`src/rtl/alu_cmd_sequencer.sv`:
```
// alu_cmd_sequencer: accepts one command at a time, feeds a combinational ALU from an 8x32 register file,
// writes back the result and returns it over a valid/ready response channel.
module alu_cmd_sequencer #(
  parameter int NREGS = 8,
  parameter int WIDTH = 32
) (
  input  logic             clk_i,
  input  logic             rst_i,
  input  logic             cmd_valid_i,
  output logic             cmd_ready_o,
  input  logic [3:0]       cmd_op_i,
  input  logic [2:0]       cmd_rd_i,
  input  logic [2:0]       cmd_rs_i,
  input  logic [2:0]       cmd_rt_i,
  input  logic             cmd_use_imm_i,
  input  logic [WIDTH-1:0] cmd_imm_i,
  output logic [WIDTH-1:0] alu_operand_a_o,
  output logic [WIDTH-1:0] alu_operand_b_o,
  output logic [3:0]       alu_opsel_o,
  input  logic [WIDTH-1:0] alu_result_i,
  input  logic             alu_overflow_i,
  input  logic             alu_equal_i,
  input  logic [1:0]       alu_carry_i,
  output logic             rsp_valid_o,
  input  logic             rsp_ready_i,
  output logic [WIDTH-1:0] rsp_result_o,
  output logic             rsp_overflow_o,
  output logic             rsp_equal_o,
  output logic             rsp_illegal_o,
  output logic [1:0]       rsp_carry_o
);
  typedef enum logic [1:0] {IDLE, EXEC, RESP} state_t;
  // bit n set means opcode n is a real ALU operation
  localparam logic [15:0] LEGAL = 16'b0000_1011_1110_0110;
  state_t state_q, state_d;
  logic [3:0] op_q, op_d, opsel_q, opsel_d;
  logic [2:0] rd_q, rd_d;
  logic [WIDTH-1:0] imm_q, imm_d, a_q, a_d, b_q, b_d, res_q, res_d;
  logic ovf_q, ovf_d, eq_q, eq_d, ill_q, ill_d;
  logic [1:0] carry_q, carry_d;
  logic [WIDTH-1:0] regs_q [NREGS];
  logic legal, loadi, wb_en;
  assign legal = LEGAL[op_q];
  assign loadi = &op_q;
  always_comb begin
    state_d = state_q;
    op_d = op_q;
    rd_d = rd_q;
    imm_d = imm_q;
    a_d = a_q;
    b_d = b_q;
    opsel_d = opsel_q;
    res_d = res_q;
    ovf_d = ovf_q;
    eq_d = eq_q;
    ill_d = ill_q;
    carry_d = carry_q;
    wb_en = 1'b0;
    case (state_q)
      IDLE: if (cmd_valid_i) begin
        state_d = EXEC;
        op_d = cmd_op_i;
        rd_d = cmd_rd_i;
        imm_d = cmd_imm_i;
        a_d = regs_q[cmd_rs_i];
        b_d = cmd_use_imm_i ? cmd_imm_i : regs_q[cmd_rt_i];
        opsel_d = LEGAL[cmd_op_i] ? cmd_op_i : 4'b0000;
      end
      EXEC: begin
        state_d = RESP;
        res_d = legal ? alu_result_i : loadi ? imm_q : '0;
        ovf_d = legal & alu_overflow_i;
        eq_d = legal & alu_equal_i;
        carry_d = legal ? alu_carry_i : 2'b00;
        ill_d = !(legal || loadi || op_q == 4'b0000);
        wb_en = (legal || loadi) && rd_q != 3'd0;
      end
      RESP: if (rsp_ready_i) state_d = IDLE;
      default: state_d = IDLE;
    endcase
  end
  always_ff @(posedge clk_i or posedge rst_i) begin
    if (rst_i) begin
      state_q <= IDLE;
      op_q <= '0;
      rd_q <= '0;
      imm_q <= '0;
      a_q <= '0;
      b_q <= '0;
      opsel_q <= '0;
      res_q <= '0;
      ovf_q <= 1'b0;
      eq_q <= 1'b0;
      ill_q <= 1'b0;
      carry_q <= '0;
    end else begin
      state_q <= state_d;
      op_q <= op_d;
      rd_q <= rd_d;
      imm_q <= imm_d;
      a_q <= a_d;
      b_q <= b_d;
      opsel_q <= opsel_d;
      res_q <= res_d;
      ovf_q <= ovf_d;
      eq_q <= eq_d;
      ill_q <= ill_d;
      carry_q <= carry_d;
    end
  end
  // r0 is never written, so it always reads as zero
  always_ff @(posedge clk_i or posedge rst_i) begin
    if (rst_i) begin
      for (int i = 0; i < NREGS; i++) regs_q[i] <= '0;
    end else if (wb_en) begin
      regs_q[rd_q] <= res_d;
    end
  end
  assign cmd_ready_o = state_q == IDLE;
  assign rsp_valid_o = state_q == RESP;
  assign alu_operand_a_o = a_q;
  assign alu_operand_b_o = b_q;
  assign alu_opsel_o = opsel_q;
  assign rsp_result_o = res_q;
  assign rsp_overflow_o = ovf_q;
  assign rsp_equal_o = eq_q;
  assign rsp_illegal_o = ill_q;
  assign rsp_carry_o = carry_q;
endmodule
```
`config.mk`:
```
export PLATFORM = sky130hd
export DESIGN_NAME = alu_cmd_sequencer
export DESIGN_NICKNAME = d
export VERILOG_FILES = /design/src/rtl/alu_cmd_sequencer.sv
export SDC_FILE = /design/constraint.sdc
export NUM_CORES = 1
export LEC_CHECK = 0
export ABC_AREA = 1
export CAP_MARGIN = 20
export CORE_ASPECT_RATIO = 1.1
export CORE_MARGIN = 8
export CORE_UTILIZATION = 40
export DETAILED_ROUTE_END_ITERATION = 16
export PLACE_DENSITY_LB_ADDON = 0.12
export SYNTH_ARGS = -nofsm -noshare
export SYNTH_HDL_FRONTEND = slang
export SYNTH_SLANG_ARGS = --single-unit
```
`constraint.sdc`:
```
create_clock -name clk_i -period 35 [get_ports clk_i]
set_clock_uncertainty 0.15 [all_clocks]
set_input_delay 5.25 -clock clk_i [delete_from_list [all_inputs] [get_ports clk_i]]
set_output_delay 5.25 -clock clk_i [all_outputs]
set_load 0.05 [all_outputs]
```
==> results.toml <==
[outcome]
status = "finished clean"

[sta]
hold_viol_final = 0
worst_slew_pin_slew_ps = 1080
slew_headroom_pct = 27.9
period_share_pct = 22.3
setup_viol = 0
rsz0062_at_grt = "false"
max_freq_mhz = 128
tns_ps = 0
post-route-min-period_ps = 7790
finalMaxSlewViolations = 0

[global_routing]
grt_usage_pct = 24.2
grt_pass1_vias = 17900
grtUsageMet2_pct = 37.4
grt_pass1_wl_um = 111000
grt_max_degree = 166
grtUsageMet3_pct = 4.41
grt-busiest-layer = "met2"
antenna_found_initial = 0
grt_util_met1_pct = 34.6
grt-ovfl-total = 0

[power]
power.density_mw_per_mm2 = 95.3
p_total_mw = 2.26
ir_worst_vdd_v = 0.0000645
leakagePower_nw = 11.7

[layout]
fin_nets = 2808
final_common_cell = "nand2_1"
multiInputGateArea_mm2 = 0.00853
fill_cells = 5051
mostFrequentLayoutCells = "nand2_1, dfrtp_1, nand3_1"
post_route_cells_drive_above_1_share_pct = 5.65
regArea_mm2 = 0.0101
syn_to_final_growth_pct = 16.3

[clock_tree]
cts_hold_buf = 0
cts_sinks = 402
clock_latency_ps = 570
cts_setup_buffers = 0
cts_tree = "yes"
cts-buffers-inserted = 44
htree_levels = 2
cts_resized = 0
clockBufferDepth = 3
clkTransAtPathRegs_ps = 60
cts-root-buf = "clkbuf_16"

[placed_design]
io_buffers = 192
gp_congestion = 0.811
dp_hpwl_um = 42600

[route]
viasPerCell = 5.46
routed_wl_um = 71700
first_pass_iters = 6
ant_nets = 0
drtIter0Drc = 1980
detail_route.wl_per_cell_um = 21.0
vias = 18600
drc = 0

[logic_synthesis]
synthCells = 2670
synthArstFlopShare_pct = 100
ys_types = 29
synth_ff_type = "dfrtp_1"
synthTopCellsByArea = "dfrtp_1, nand2_1, nand3_1"
syn_area_per_cell_um2 = 7.65
yosysSeqAreaShare_pct = 49.2
syn_area_mm2 = 0.0204
syn-num-nets = 2761
synth_edf_count = 0
synth_top_area_share_pct = 49.2
yosys_warnings = 0
synth_top_area_cell = "dfrtp_1"
ys_ff_latch = 402

[run]
cap_violations = 0

[critical_path]
start_kind = "primary input"
worst-endpoint-arrival_ps = 8180
required_ps = 35390
cp_max_fo = 165
cp-end-kind = "asynchronous set/reset pin"
crit_type = "primary input to asynchronous set/reset pin"

[floorplanning]
rows = 87
die_w_um = 231
initial_utilization_pct = 40.2
die_area_mm2 = 0.0586
core_area_mm2 = 0.0508
io_pins = 193
fp.dieH_um = 253

[min_path]
hold_class = "flip-flop to flip-flop"
## metal layers
metal  part of all wire, %  vias to the layer above
li1                      -                     8754
met1                    46                     9055
met2                    44                      697
met3                   7.6                      117
met4                   2.4                        0
met5                     0                        -
## report_power, final
part	internal, mW	switching [mW]	total [mW]
sequential	0.670	0.150	0.820
combinational	0.306	0.689	0.995
clock	0.258	0.189	0.448
total	1.23	1.03	2.26
## area by class of cell
class | count | share of cell area [%]
Antenna cell | 1 | 0.0105
Clock inverter | 10 | 0.421
Inverter | 218 | 3.58
Timing Repair Buffer | 218 | 8.97
Sequential cell | 402 | 42.4
Tap cell | 667 | 3.51
Clock buffer | 64 | 5.21
Multi-Input combinational cell | 1833 | 35.9
## worst paths after layout
check / to / from / slack [ps] / depth (start not counted)
min in group asynchronous: rsp_result_o[22]$_DFF_PP0_ / rst_i / 5020 / 2
min reg2reg: regs_q[251]$_DFFE_PP0P_ / regs_q[251]$_DFFE_PP0P_ / 240 / 0
max: alu_operand_b_o[14]$_DFFE_PP0P_ / rst_i / 27210 / 4
min: regs_q[251]$_DFFE_PP0P_ / regs_q[251]$_DFFE_PP0P_ / 240 / 0
max in group clk_i: cmd_ready_o / state_q[0]$_DFFE_PP0P_ / 27510 / 2
max reg2reg: regs_q[80]$_DFFE_PP0P_ / op_q[2]$_DFFE_PP0P_ / 30490 / 8
## worst max-delay path: stages
cell and delay, ps:
clkdlybuf4s50_1 490, inv_8 460, buf_4 890, buf_12 650
## flip-flops by register name (all words and copies together) (netlist names)
name             flops
regs_q             256
alu_operand_a_o     32
alu_operand_b_o     32
imm_q               32
rsp_result_o        32
alu_opsel_o          4
op_q                 4
rd_q                 3
rsp_carry_o          2
state_q              2
rsp_equal_o          1
rsp_illegal_o        1
rsp_overflow_o       1
## kinds of logic (layout without fill, tap and decap cells)
family,count (synthesis),after routing,share of synthesized area [%]
adders and majority gates,5,5,0.306
AOI/OAI and AO/OA,443,443,12.3
other,0,1,0
and+or+nand+nor,1385,1385,29.1
buffers and inverters,435,510,9.03
DFF,402,402,49.2
## metrics by stage
step | util, % | area (µm²) | cells | setup slack [ps] | hold slack [ps]
after floorplan | - | 20400 | 2670 | 18420 | 290
after global routing | 46.7 | 23700 | 3412 | 26820 | 251
after detailed placement | 44.0 | 22400 | 3337 | 26570 | 230
after global placement | 44.0 | 22400 | 3337 | 26560 | 225
after CTS | 46.7 | 23700 | 3411 | 27180 | 242
final | 46.7 | 23700 | 3413 | 27210 | 245
## cell usage after synthesis (7+ instances only)
| cell type | number |
|---|---|
| nand3_1 | 339 |
| nand2_1 | 943 |
| o211ai_1 | 105 |
| nand2_2 | 14 |
| inv_4 | 7 |
| dfrtp_1 | 402 |
| buf_2 | 68 |
| o21ai_1 | 15 |
| buf_1 | 18 |
| or2_2 | 23 |
| clkbuf_1 | 112 |
| inv_1 | 208 |
| o22ai_1 | 7 |
| nor2_1 | 11 |
| buf_6 | 9 |
| nand3_4 | 7 |
| o21a_1 | 7 |
| nand4_1 | 39 |
| o21ai_0 | 195 |
| a21oi_1 | 113 |
| buf_4 | 10 |
(Power assumes the default switching activity.)
